<file path="src/rtl/led_pkg.sv">
// Package: led_pkg
// Shared types and segment patterns for the LED scan multiplexer.
//  - seg_t : 7-bit segment vector ordered {a,b,c,d,e,f,g}, active-high form.
//  - SEG_* : active-high patterns for digits 0-9, hex letters A-F, DASH and OFF.
// Polarity inversion for the board pins is applied only at the output
// register in led_scan_mux; everything here is active-high.
package led_pkg;

  typedef logic [6:0] seg_t;

  localparam seg_t SEG_0    = 7'b1111110;
  localparam seg_t SEG_1    = 7'b0110000;
  localparam seg_t SEG_2    = 7'b1101101;
  localparam seg_t SEG_3    = 7'b1111001;
  localparam seg_t SEG_4    = 7'b0110011;
  localparam seg_t SEG_5    = 7'b1011011;
  localparam seg_t SEG_6    = 7'b1011111;
  localparam seg_t SEG_7    = 7'b1110000;
  localparam seg_t SEG_8    = 7'b1111111;
  localparam seg_t SEG_9    = 7'b1111011;
  localparam seg_t SEG_A    = 7'b1110111;
  localparam seg_t SEG_B    = 7'b0011111;
  localparam seg_t SEG_C    = 7'b1001110;
  localparam seg_t SEG_D    = 7'b0111101;
  localparam seg_t SEG_E    = 7'b1001111;
  localparam seg_t SEG_F    = 7'b1000111;
  localparam seg_t SEG_DASH = 7'b0000001;
  localparam seg_t SEG_OFF  = 7'b0000000;

endpackage : led_pkg

</file>
<file path="src/rtl/led_seg_dec.sv">
// Module: led_seg_dec
// Combinational nibble-to-7-segment decoder, active-high output.
//  nib  in   4  value to display
//  seg  out  7  {a,b,c,d,e,f,g}, 1 = segment lit
// Configuration macro LED_HEX_EN:
//  defined   -> 10-15 show A, b, C, d, E, F
//  undefined -> 10-15 show a dash (only segment g)
module led_seg_dec (
  input  logic [3:0] nib,
  output logic [6:0] seg
);
  import led_pkg::*;

  always_comb begin
    // NOTE: default assignment first so every path drives seg and no latch is inferred.
    seg = SEG_DASH;
    case (nib)
      4'd0:  seg = SEG_0;
      4'd1:  seg = SEG_1;
      4'd2:  seg = SEG_2;
      4'd3:  seg = SEG_3;
      4'd4:  seg = SEG_4;
      4'd5:  seg = SEG_5;
      4'd6:  seg = SEG_6;
      4'd7:  seg = SEG_7;
      4'd8:  seg = SEG_8;
      4'd9:  seg = SEG_9;
`ifdef LED_HEX_EN
      4'd10: seg = SEG_A;
      4'd11: seg = SEG_B;
      4'd12: seg = SEG_C;
      4'd13: seg = SEG_D;
      4'd14: seg = SEG_E;
      4'd15: seg = SEG_F;
`else
      default: seg = SEG_DASH;
`endif
    endcase
  end

endmodule : led_seg_dec

</file>
<file path="src/rtl/led_scan_mux.sv">
// Module: led_scan_mux
// Time-multiplexed driver for an N_DIG-digit common-segment 7-segment display.
// A load captures {data, blank_mask} into a shadow register; the shadow is
// copied to the displayed copy only at the end of a full scan, so a digit
// never shows a half-updated value.
// Ports:
//  clk         in   1        system clock, rising edge
//  rst         in   1        asynchronous reset, active-high
//  load        in   1        capture data/blank_mask this cycle
//  data        in   4*N_DIG  digit i = data[4i+3:4i]; digit 0 is rightmost
//  blank_mask  in   N_DIG    bit i = 1 blanks digit i
//  seg         out  7        {a,b,c,d,e,f,g}, polarity per SEG_ACT_LOW
//  sel         out  N_DIG    one-hot digit select, polarity per SEL_ACT_LOW
//  frame       out  1        1-cycle pulse after the last digit's slot ends
// Configuration macro LED_HEX_EN (consumed by led_seg_dec): hex letters vs dash
// for nibble values 10-15.
module led_scan_mux #(
  parameter int unsigned N_DIG       = 4,
  parameter int unsigned SCAN_DIV    = 50000,
  parameter bit          SEG_ACT_LOW = 1'b0,
  parameter bit          SEL_ACT_LOW = 1'b1
) (
  input  logic               clk,
  input  logic               rst,
  input  logic               load,
  input  logic [4*N_DIG-1:0] data,
  input  logic [N_DIG-1:0]   blank_mask,
  output logic [6:0]         seg,
  output logic [N_DIG-1:0]   sel,
  output logic               frame
);
  import led_pkg::*;

  localparam int unsigned DIV_W = (SCAN_DIV > 1) ? $clog2(SCAN_DIV) : 1;
  localparam int unsigned IDX_W = (N_DIG > 1) ? $clog2(N_DIG) : 1;

  localparam logic [DIV_W-1:0] DIV_MAX  = DIV_W'(SCAN_DIV - 1);
  localparam logic [IDX_W-1:0] LAST_IDX = IDX_W'(N_DIG - 1);

  // XOR masks turn the active-high internal form into pin polarity.
  localparam seg_t             SEG_XOR = SEG_ACT_LOW ? 7'h7F : 7'h00;
  localparam logic [N_DIG-1:0] SEL_XOR = SEL_ACT_LOW ? {N_DIG{1'b1}} : {N_DIG{1'b0}};

  logic [DIV_W-1:0]        div_cnt;
  logic [IDX_W-1:0]        dig_idx;
  logic                    pending;
  logic [N_DIG-1:0][3:0]   shadow_data;
  logic [N_DIG-1:0]        shadow_blank;
  logic [N_DIG-1:0][3:0]   disp_data;
  logic [N_DIG-1:0]        disp_blank;

  logic                    tick;
  logic                    boundary;
  seg_t                    dec_seg;
  seg_t                    seg_next;
  logic [N_DIG-1:0]        sel_next;

  assign tick     = (div_cnt == DIV_MAX);
  assign boundary = tick && (dig_idx == LAST_IDX);

  led_seg_dec u_dec (
    .nib (disp_data[dig_idx]),
    .seg (dec_seg)
  );

  assign seg_next = disp_blank[dig_idx] ? SEG_OFF : dec_seg;
  assign sel_next = {{(N_DIG-1){1'b0}}, 1'b1} << dig_idx;

  // Prescaler and digit scan position.
  // NOTE: sequential state uses non-blocking assignments so every register
  // samples the pre-edge values regardless of statement order.
  always_ff @(posedge clk or posedge rst) begin
    if (rst) begin
      div_cnt <= '0;
      dig_idx <= '0;
      frame   <= 1'b0;
    end else begin
      div_cnt <= tick ? '0 : div_cnt + 1'b1;
      frame   <= boundary;
      if (tick) begin
        dig_idx <= (dig_idx == LAST_IDX) ? '0 : dig_idx + 1'b1;
      end
    end
  end

  // Shadow/display double buffer. The load is written after the boundary
  // transfer so a load in the boundary cycle leaves pending set and waits
  // for the next boundary instead of bypassing straight to the display.
  // NOTE: these are small flop banks, not RAM, and must be reset so the
  // display comes up blank rather than showing power-on garbage.
  always_ff @(posedge clk or posedge rst) begin
    if (rst) begin
      pending      <= 1'b0;
      shadow_data  <= '0;
      shadow_blank <= '1;
      disp_data    <= '0;
      disp_blank   <= '1;
    end else begin
      if (boundary && pending) begin
        disp_data  <= shadow_data;
        disp_blank <= shadow_blank;
        pending    <= 1'b0;
      end
      if (load) begin
        shadow_data  <= data;
        shadow_blank <= blank_mask;
        pending      <= 1'b1;
      end
    end
  end

  // Registered pin drivers; the only place polarity is applied.
  always_ff @(posedge clk or posedge rst) begin
    if (rst) begin
      seg <= SEG_OFF ^ SEG_XOR;
      sel <= SEL_XOR;
    end else begin
      seg <= seg_next ^ SEG_XOR;
      sel <= sel_next ^ SEL_XOR;
    end
  end

endmodule : led_scan_mux
</file>
<file path="config.mk">
export PLATFORM = sky130hd
export DESIGN_NAME = led_scan_mux
export DESIGN_NICKNAME = d
export VERILOG_FILES = /design/src/rtl/led_pkg.sv /design/src/rtl/led_seg_dec.sv /design/src/rtl/led_scan_mux.sv
export SDC_FILE = /design/constraint.sdc
export NUM_CORES = 1
export LEC_CHECK = 0
export CORE_AREA = 2 2 103 75
export DETAILED_ROUTE_END_ITERATION = 16
export DIE_AREA = 0 0 105 77
export HOLD_SLACK_MARGIN = 0.08
export PLACE_DENSITY = 0.73
export RECOVER_POWER = 100
export REMOVE_ABC_BUFFERS = 1
export SYNTH_ARGS = -nofsm -noshare
export SYNTH_HDL_FRONTEND = slang
export SYNTH_SLANG_ARGS = --single-unit
</file>
<file path="constraint.sdc">
create_clock -name clk -period 6.15 [get_ports clk]
set_input_delay 1.5375 -clock clk [delete_from_list [all_inputs] [get_ports clk]]
set_output_delay 1.5375 -clock clk [all_outputs]
set_load 0.01 [all_outputs]
</file>
==> impl_metrics.tcl <==
set metrics [dict create \
    async_flop_share 1.000 \
    ant_nets 0 \
    synth_top_area_frac 0.4779 \
    finalCritPeriodShare 0.4884 \
    status "finished, final reports clean" \
    max_freq_mhz 332.9 \
    postPlaceCellArea_sq_um 3527 \
    nFillCells 641 \
    dr.first_iter.drc_count 111 \
    cts_buffers 9 \
    vias 1861 \
    port_buffers 34 \
    setup_slack_ns 3.146 \
    cts_tree "built" \
    multi_input_area_sq_um 1210 \
    die_y_microns 77 \
    dieArea_sq_um 8085 \
    cts.sinks 71 \
    ys_warn_count 0 \
    leakage_nw 1.611 \
    instances_no_fill 374 \
    period_needed_ns 3.004 \
    clock-skew-final_ns 0.01062 \
    syn-mean-instance-area_sq_um 13.37 \
    critPathTopFamily "buffers and inverters" \
    htree_levels 3 \
    cts_root_buf "clkbuf_8" \
    cp.arrival_ns 1.47 \
    slowest_delay_ns 0.60 \
    worst_slew_pin_slew_ns 0.9771 \
    initial_core_util 0.4356 \
    antenna_found_initial 0 \
    ctsResizeCount 0 \
    avgViaCountPerCell 4.976 \
    chipWidth_microns 105 \
    required_ns 4.61 \
    nets 305 \
    antenna_cells 0 \
    synth.most_common_cell "dfrtp_1" \
    slew_violations 0 \
    dp_cells 358 \
    fin_tns_setup_ns 0 \
    area_growth_pct 20.82 \
    insertion_delay_ns 0.35 \
    drt_wl_total_microns 5140 \
    critPathSlowestCell "dlygate4sd3_1" \
    wl_per_cell_microns 13.74 \
    design_area_sq_um 3732 \
    grt_pass1_vias 1852 \
    synth.area.top_cells "dfrtp_1 48%, mux2_2 15%, dfstp_2 10%" \
    peakVddDrop_mv 0.1152 \
    place_hpwl_microns 3402 \
    setup_viol 0 \
    seq_area_sq_um 1792 \
    synthesis.area_sq_um 3089 \
    drc_errors 0 \
    grt_pass1_wl_microns 9204 \
    synthTopCellsByCount "59 x dfrtp_1, 40 x mux2_2, 14 x inv_1, 12 x dfstp_2, 12 x nor2_1" \
    p_per_area_nw_per_um2 244.1 \
    clk_pin_slew_ns 0.08 \
    hold_viol 0 \
    rsz0062_at_grt "no" \
    pre_cts_slack_ns 2.935 \
    yosysSeqAreaShare 0.5800 \
    relSlewSlack 0.3464 \
    drive_above_1_share 0.2609 \
    syn-instance-count 231 \
    synth_edf_count 0 \
    crit-reg2reg-launch "div_cnt[0]$_DFF_PP0_" \
    hold_class "flop to flop" \
    ys_types 34 \
    first_pass_iters 4 \
    critPathLaunchType "flop" \
    end_kind "output port" \
    cts_setup_buffers 0 \
    worst-setup-path-type "flop to output port" \
    worstHoldStart "div_cnt[0]$_DFF_PP0_" \
    critPathLaunch "sel[2]$_DFF_PP1_" \
    drv_cap 0 \
    cts_buffer_depth 2 \
    power_mw 0.9112 \
    grt_start_max_net_pins 72 \
    io_pins 35 \
    ys.flop_type "dfrtp_1" \
    ctsHoldBuffers 0 \
    cp_max_fo 1 \
    rows 26 \
    path_buf_inv 1 \
    crit_chain "dlygate4sd3_1" \
    synth_top_area_cell "dfrtp_1" \
    gp_congestion 0.8136 \
    grt_usage 0.1469 \
    coreArea_sq_um 7092 \
    ys_ff_latch 71 \
    gr-total-overflow 0 \
]
-- state kept, by name, indices dropped and copies added, names as in the netlist --
signal,flops
disp_data,16
div_cnt,16
shadow_data,16
seg,7
disp_blank,4
sel,4
shadow_blank,4
dig_idx,2
frame,1
pending,1
-- layout make-up --
type                       instances  area share
inverter                          14     0.01408
clock buffer                      10     0.03688
tap                               98     0.03285
timing repair buffer              35     0.09319
sequential                        71      0.4801
clock inverter                     6     0.01877
multi-input combinational        140      0.3242
-- kinds of logic after synthesis --
kind of cell / share of synthesized area
DFF: 0.5800
xor gates and xnor gates: 0.03686
AOI/OAI and AO/OA: 0.02349
adders and majority gates: 0.04455
buffers and inverters: 0.02754
muxes: 0.1859
and+or+nand+nor: 0.1017
-- final timing paths --
kind	end	slack, ns	cells past startpoint
worst min register to register	div_cnt[0]$_DFF_PP0_	0.49	1
worst min-delay path	div_cnt[0]$_DFF_PP0_	0.49	1
worst max-delay path	sel[2]	3.15	1
worst max register to register	disp_data[8]$_DFFE_PP0P_	3.21	5
max in group asynchronous	div_cnt[12]$_DFF_PP0_	3.69	3
min in group asynchronous	div_cnt[2]$_DFF_PP0_	1.89	3
-- per-stage QoR --
stage               hold WS, ns    util
global route             0.5196  0.5263
finish                   0.4915  0.5263
global placement         0.4708  0.4974
detailed placement       0.4858  0.4974
CTS                      0.4954  0.5266
floorplan                0.4547       -
-- layer usage --
layer | vias to the layer above | GRT usage | wire (microns) | part of all wire
met5 | - | 0 | 0 | 0
met4 | 0 | 0.06800 | 95 | 0.018
met3 | 7 | 0.04932 | 259 | 0.050
met2 | 51 | 0.1974 | 2157 | 0.42
met1 | 914 | 0.2126 | 2627 | 0.51
li1 | 889 | - | - | -
-- where the power goes --
part	leakage (nW)	internal [mW]	switching [mW]
Combinational	0.654	0.0242	0.0162
Sequential	0.862	0.482	0.00683
Clock	0.0947	0.199	0.183
Total	1.61	0.705	0.206
-- placed cells by master (no fill, tap or decap), types with 2 or more instances in the layout --
cell type | synthesis | final
dfrtp_1 | 59 | 59
mux2_2 | 40 | 40
clkdlybuf4s50_1 | 0 | 20
dlygate4sd3_1 | 0 | 14
inv_1 | 14 | 13
nor2_1 | 12 | 12
dfstp_2 | 12 | 12
ha_1 | 11 | 11
o21ai_0 | 10 | 10
clkbuf_8 | 0 | 10
nand2_1 | 8 | 8
nand3_1 | 7 | 7
xnor2_1 | 7 | 7
xor2_1 | 6 | 6
nor3_1 | 5 | 5
nor4_1 | 5 | 5
nand4_1 | 4 | 4
a21oi_1 | 3 | 3
mux4_1 | 3 | 3
clkinvlp_4 | 0 | 3
nor4bb_1 | 2 | 2
nor2b_1 | 2 | 2
mux4_2 | 2 | 2
nand2b_1 | 2 | 2
clkinv_4 | 0 | 2
(Power assumes the default switching activity.)
